## src/rtl/hapara_axis_barrier_client.sv

```systemverilog
// hapara_axis_barrier_client
// Per-core initiator for the AXI-Stream hardware barrier. The core asks to enter
// the barrier, this block announces the arrival with tvalid and holds it until the
// barrier locks (tready). It then pulses bar_done and waits for the barrier to
// release tready before it can arrive again. One extra request can be queued.
module hapara_axis_barrier_client #(
  parameter int DATA_WIDTH     = 32,
  parameter int CORE_ID        = 0,
  parameter int CNT_WIDTH      = 16,
  parameter int TIMEOUT_CYCLES = 0
) (
  input  logic                  m_axis_aclk,
  input  logic                  m_axis_areset,
  output logic                  m_axis_tvalid,
  output logic [DATA_WIDTH-1:0] m_axis_tdata,
  input  logic                  m_axis_tready,
  input  logic                  bar_req,
  output logic                  bar_busy,
  output logic                  bar_done,
  output logic                  bar_timeout,
  output logic                  bar_overrun,
  output logic [CNT_WIDTH-1:0]  bar_count
);

  localparam int TW = (TIMEOUT_CYCLES < 2) ? 1 : $clog2(TIMEOUT_CYCLES + 1);
  localparam logic [TW-1:0] T_MAX  = TW'(TIMEOUT_CYCLES);
  localparam logic [TW-1:0] T_LAST = TW'((TIMEOUT_CYCLES > 0) ? TIMEOUT_CYCLES - 1 : 0);

  typedef enum logic [1:0] {
    IDLE,
    ARRIVE,
    LEAVE
  } state_t;

  state_t                  state;
  logic                    pending;
  logic                    req_q;
  logic                    req_edge;
  logic                    want;
  logic [TW-1:0]           tcnt;
  logic [DATA_WIDTH-9:0]   epoch;
  logic [DATA_WIDTH-1:0]   launch_data;

  // A held request level only counts once, so requests are taken on the rising edge.
  assign req_edge = bar_req & ~req_q;
  assign want     = req_edge | pending;

  // Epoch field of tdata: bar_count zero-extended or truncated to the upper tdata bits.
  always_comb begin
    epoch = '0;
    for (int i = 0; i < DATA_WIDTH - 8 && i < CNT_WIDTH; i++) begin
      epoch[i] = bar_count[i];
    end
  end

  assign launch_data = {epoch, 8'(CORE_ID)};

  // Barrier handshake FSM with request queue, timeout and completion counter.
  always_ff @(posedge m_axis_aclk or posedge m_axis_areset) begin
    if (m_axis_areset) begin
      state         <= IDLE;
      m_axis_tvalid <= 1'b0;
      m_axis_tdata  <= '0;
      bar_busy      <= 1'b0;
      bar_done      <= 1'b0;
      bar_timeout   <= 1'b0;
      bar_overrun   <= 1'b0;
      bar_count     <= '0;
      pending       <= 1'b0;
      req_q         <= 1'b0;
      tcnt          <= '0;
    end else begin
      req_q    <= bar_req;
      bar_done <= 1'b0;
      case (state)
        // IDLE and LEAVE behave alike: with the barrier released we may (re)launch,
        // while it is still locked any new request only goes into the queue.
        IDLE, LEAVE: begin
          if (!m_axis_tready) begin
            if (want) begin
              state         <= ARRIVE;
              m_axis_tvalid <= 1'b1;
              m_axis_tdata  <= launch_data;
              tcnt          <= '0;
              pending       <= pending & req_edge;
              bar_busy      <= 1'b1;
            end else begin
              state    <= IDLE;
              bar_busy <= 1'b0;
            end
          end else begin
            if (req_edge) begin
              pending <= 1'b1;
              if (pending) begin
                bar_overrun <= 1'b1;
              end
            end
            bar_busy <= (state == LEAVE) | pending | req_edge;
          end
        end
        ARRIVE: begin
          bar_busy <= 1'b1;
          if (req_edge) begin
            pending <= 1'b1;
            if (pending) begin
              bar_overrun <= 1'b1;
            end
          end
          if (m_axis_tready) begin
            state         <= LEAVE;
            m_axis_tvalid <= 1'b0;
            bar_done      <= 1'b1;
            bar_count     <= bar_count + 1'b1;
            bar_timeout   <= 1'b0;
          end else if (TIMEOUT_CYCLES != 0) begin
            if (tcnt != T_MAX) begin
              tcnt <= tcnt + 1'b1;
            end
            if (tcnt == T_LAST) begin
              bar_timeout <= 1'b1;
            end
          end
        end
        default: begin
          state         <= IDLE;
          m_axis_tvalid <= 1'b0;
        end
      endcase
    end
  end

endmodule

```

## config.mk

```make
export PLATFORM = sky130hd
export DESIGN_NAME = hapara_axis_barrier_client
export DESIGN_NICKNAME = d
export VERILOG_FILES = /design/src/rtl/hapara_axis_barrier_client.sv
export SDC_FILE = /design/constraint.sdc
export NUM_CORES = 1
export LEC_CHECK = 0
export BUFFER_PORTS_ARGS = -buffer_cell sky130_fd_sc_hd__buf_2
export CAP_MARGIN = 20
export CELL_PAD_IN_SITES_DETAIL_PLACEMENT = 1
export CELL_PAD_IN_SITES_GLOBAL_PLACEMENT = 2
export CORE_MARGIN = 1.5
export CORE_UTILIZATION = 29
export DETAILED_ROUTE_END_ITERATION = 10
export PLACE_DENSITY_LB_ADDON = 0.1
export SYNTH_ARGS = -nofsm -noshare
export SYNTH_HDL_FRONTEND = slang
export SYNTH_SLANG_ARGS = --single-unit
```

## constraint.sdc

```tcl
create_clock -name m_axis_aclk -period 1.5 [get_ports m_axis_aclk]
set_input_delay 0.3 -clock m_axis_aclk [delete_from_list [all_inputs] [get_ports m_axis_aclk]]
set_output_delay 0.3 -clock m_axis_aclk [all_outputs]
set_load 0.1 [all_outputs]
```

* Word-level counts from Yosys, hierarchy flattened
Cells that the tools add are included.
Operators by class: add/subtract/negate cells 1, equal/unequal tests 7, muxes and demuxes 21, bitwise operators 7, reductions and logical operators 9
Operators with widths (number):
- $add 16x1->16 const B | 1
- $mux 1 | 14
- $ne 2x2->1 const B | 4
- $pmux 1 s2 | 4
- $reduce_and 2->1 | 4
- $reduce_and 3->1 | 2
- $mux 2 | 2
- $pmux 2 s2 | 1
- $ne 3x3->1 const B | 1
- $or 1x1->1 | 3
- $and 1x1->1 | 2
- $eq 2x1->1 const B | 1
- $eq 2x2->1 const B | 1
- $logic_not 2->1 | 1
- $not 1->1 | 2
- $reduce_bool 2->1 | 1
- $reduce_or 2->1 | 1
Storage, ports and cells: bits in registers 40, input bits 4, output and inout bits 53, word-level logic and storage cells 54

* Longest topological paths before layout
word-level depth 6, depth in mapped cells 5, gate-level depth less buffers 5

* Least setup slack after synthesis
OpenSTA, ideal clock, no wires.
path kind flip-flop to flip-flop, start register bar_count[3], end register bar_count[12], library setup time 0.159 ns, arrival time 2.027 ns, data required time 1.341 ns, setup slack -0.686 ns, stages on the path, launching flop included 5, path buffers 0, clock period less this slack 2.186 ns, cell sequence dfrtp_1 nand4_1 nor4_2 nand4_1 xnor2_1
On the way: longest elaborated chain between the ends 1
Ends and longest elaborated chain:
- from (decl) | RTL line 22 | output logic [CNT_WIDTH-1:0] bar_count
- from (signal assigned) | RTL line 113 | bar_count <= bar_count + 1'b1;
- $add 16x1->16 | RTL line 113
Every way passes these cells. A chain may end at the register's enable or synchronous reset.

* Worst setup path in the final report
start register bar_count[9], end output bar_count[9]
No word-level cell between the ends.

==> impl_metrics.tcl <==
set metrics [dict create \
    result_of_the_run "completed" \
    netlist.area_leader.share_pct 56.38 \
    tritoncts_num_sinks 40 \
    cp_top_family "buffers and inverters" \
    portBuffers 39 \
    clock_tree.root_cell "clkbuf_8" \
    post_synth.cell_area_avg_um2 12.59 \
    grt_pass1_vias 1179 \
    detailedRoute.firstPassIterationCount 3 \
    number_of_slew_limit_violations_in_the_final_report 0 \
    yosys_register_bits 40 \
    worst_ir_drop_vdd_v 0.0008475 \
    crit_path_max_fanout 7 \
    rows 28 \
    design.portCount 57 \
    initial_utilization_pct 29.99 \
    netlist_area_um2 1775 \
    htree_levels 2 \
    critical-path-max-stage-delay_ps 440 \
    cts.path.max_buffers 2 \
    detail_routed_via_count_per_cell 4.327 \
    globalRouteTotalUtil_pct 12.24 \
    synth_edf_count 0 \
    yosysUniqueCellTypes 27 \
    num-nets-final 204 \
    initial_antenna_violation_count 0 \
    route.antenna.remaining_nets 0 \
    grt_most_used_layer "met2" \
    design.core.area_um2 5921 \
    max_clock_freq_ghz 0.6831 \
    min_path_type "input pin to async pin" \
    place_worst_setup_slack_ps -6.801 \
    synth_largest_area_cell "dfrtp_1" \
    clock-skew-final_ps 10.54 \
    gr-usage-met1_pct 14.93 \
    dp.final_hpwl_um 2790 \
    die_height_um 81.25 \
    data_required_time_at_the_worst_endpoint_ps 1200 \
    pin_count_of_the_biggest_net_entering_global_routing 41 \
    worst-r2r-setup-slack_ps 70 \
    gpl.final_weighted_congestion 0.7932 \
    yosys.cell_count.top_type "dfrtp_1" \
    syn2layout_area_growth_pct 33.83 \
    power.static_leakage_nw 1.184 \
    die-width_um 81.25 \
    worst_setup_slack_after_layout_ps 36.14 \
    cts_inserted_buffers 5 \
    rsz0062_at_grt "yes" \
    dr.first_iter.drc_count 66 \
    critical_path.reg2reg.endpoint "bar_count[15]$_DFFE_PP0P_" \
    maxCapViolations 0 \
    final_setup_violations 0 \
    seq_area_frac_synth_pct 56.38 \
    power_mw 4.168 \
    totalWireLength_um 3685 \
    n_fill_cell 667 \
    crit_path_cell_trace "buf_2" \
    post-route-min-period_ps 1464 \
    global_route_wire_length_before_repair_um 5982 \
    wl_per_cell_um 13.40 \
    die_area_um2 6601 \
    synth_cells 141 \
    detailroute.via_count 1190 \
    yosys_warnings 0 \
    clkSlewWorstSetupHoldPaths_ps 80 \
    async_flop_share_pct 100.0 \
    setup.worst_path.end_class "primary output" \
    synth.top_cells.by_area "dfrtp_1, mux2_2, buf_4" \
    postSynth.topFlopCell "dfrtp_1" \
    whs_ps 53.97 \
    crit_slowest_cell "buf_2" \
    drive_gt1_share_pct 49.50 \
    gr-usage-met2_pct 20.50 \
    gr-usage-met3_pct 3.708 \
    netlist_top_cells_count "dfrtp_1, buf_4, mux2_2" \
    finalHoldViolations 0 \
    startpoint_type "register" \
    worst-r2r-cell-count 5 \
    rr_startpoint "bar_count[3]$_DFFE_PP0P_" \
    critPathArrivalTime_ps 1160 \
    drc 0 \
    min_period_over_period_pct 97.59 \
    global_route.overflow_total 0 \
    cp_num_buf_inv 1 \
    power.density_nw_per_um2 1754 \
    clock_insertion_delay_worst_skew_ps 290 \
    setup.worst_path.class "register to primary output" \
    final_antenna_diode_count 0 \
    clock_tree_from_tritoncts "built" \
]
## layout make-up
| type | count | area [um2] | area share [%] |
|---|---|---|---|
| Clock inverter | 1 | 5.005 | 0.2106 |
| Timing Repair Buffer | 55 | 455.4 | 19.17 |
| Sequential cell | 40 | 1040 | 43.76 |
| Multi-Input combinational cell | 93 | 690.7 | 29.07 |
| Inverter | 4 | 15.01 | 0.6319 |
| Clock buffer | 7 | 76.32 | 3.212 |
| Tap cell | 75 | 93.84 | 3.949 |
## logic make-up after synthesis
| logic type | synth area share (%) |
|---|---|
| flip-flops | 56.38 |
| AND/OR/NAND/NOR | 11.84 |
| buffers and inverters | 9.091 |
| multiplexers | 11.35 |
| XOR/XNOR | 7.893 |
| AO/OA/AOI/OAI | 2.537 |
| adder cells (fa/ha/maj) | 0.7046 |
| other | 0.2112 |
## how the worst max path moves through the flow
stage	cells after the start	end	startpoint	slack, ps
CTS	1	bar_count[13]	bar_count[13]$_DFFE_PP0P_	10
finish	1	bar_count[9]	bar_count[9]$_DFFE_PP0P_	40
global route	5	bar_count[15]$_DFFE_PP0P_	bar_count[3]$_DFFE_PP0P_	-40
detailed placement	6	m_axis_tdata[11]$_DFFE_PP0P_	bar_req	-7
floorplan	4	bar_count[14]$_DFFE_PP0P_	bar_count[3]$_DFFE_PP0P_	-150
global placement	6	m_axis_tdata[9]$_DFFE_PP0P_	bar_req	6
## through the flow
step,utilization (%),std cells,instance area (um2),TNS (ps)
final,40.13,275,2376,0
after global routing,40.13,275,2376,-95.35
after detailed placement,38.33,266,2270,-14.43
after CTS,39.71,274,2351,0
after global placement,38.33,266,2270,0
after floorplan,-,157,1887,-575.6
## report_power, final
group	internal, mW	switching, mW	leakage, nW
Sequential	1.27	0.125	0.506
Clock	0.327	0.366	0.0422
Combinational	0.525	1.55	0.636
Total	2.12	2.04	1.18
## cell usage in the layout, fill, tap and decap left out, types with 2 or more instances in the layout
cell type   n
dfrtp_1    27
and3_1      2
clkbuf_4    5
mux2_2     17
a21oi_1     3
nand4_1     4
dfrtp_2     4
nor2_1      6
xnor2_1    12
buf_4      13
dfrtp_4     9
nand2_1     9
buf_2      28
clkbuf_1    2
clkbuf_8    5
inv_1       4
xor2_1      4
or2_1       2
conb_1     17
buf_12      9
nand3_1     3
nand2_2     2
## worst reg2reg max path, stage by stage, from the launching register on
cell     delay [ps]
dfrtp_4         410
nand4_1         170
buf_4           190
nor4_4          240
nand4_1         170
xnor2_1         150
## timing repair
item,CTS,global route
endpoints found under the setup margin,0,24
hold endpoints to repair,0,0
hold buffers,0,0
resized for setup,0,7
setup buffers,0,1
## registers in the layout (all words and copies together), names as in the netlist
register and cells:
bar_count 16, m_axis_tdata 16, state 2, bar_busy 1
bar_done 1, bar_overrun 1, m_axis_tvalid 1, pending 1
req_q 1
## per-layer routing
layer	wire, um	up-vias	part of all wire (%)
met1	1581	594	43
li1	-	553	-
met5	0	-	0
met4	41	0	1.1
met2	1883	37	51
met3	179	6	4.9
Power figures use the tool's default switching activity.
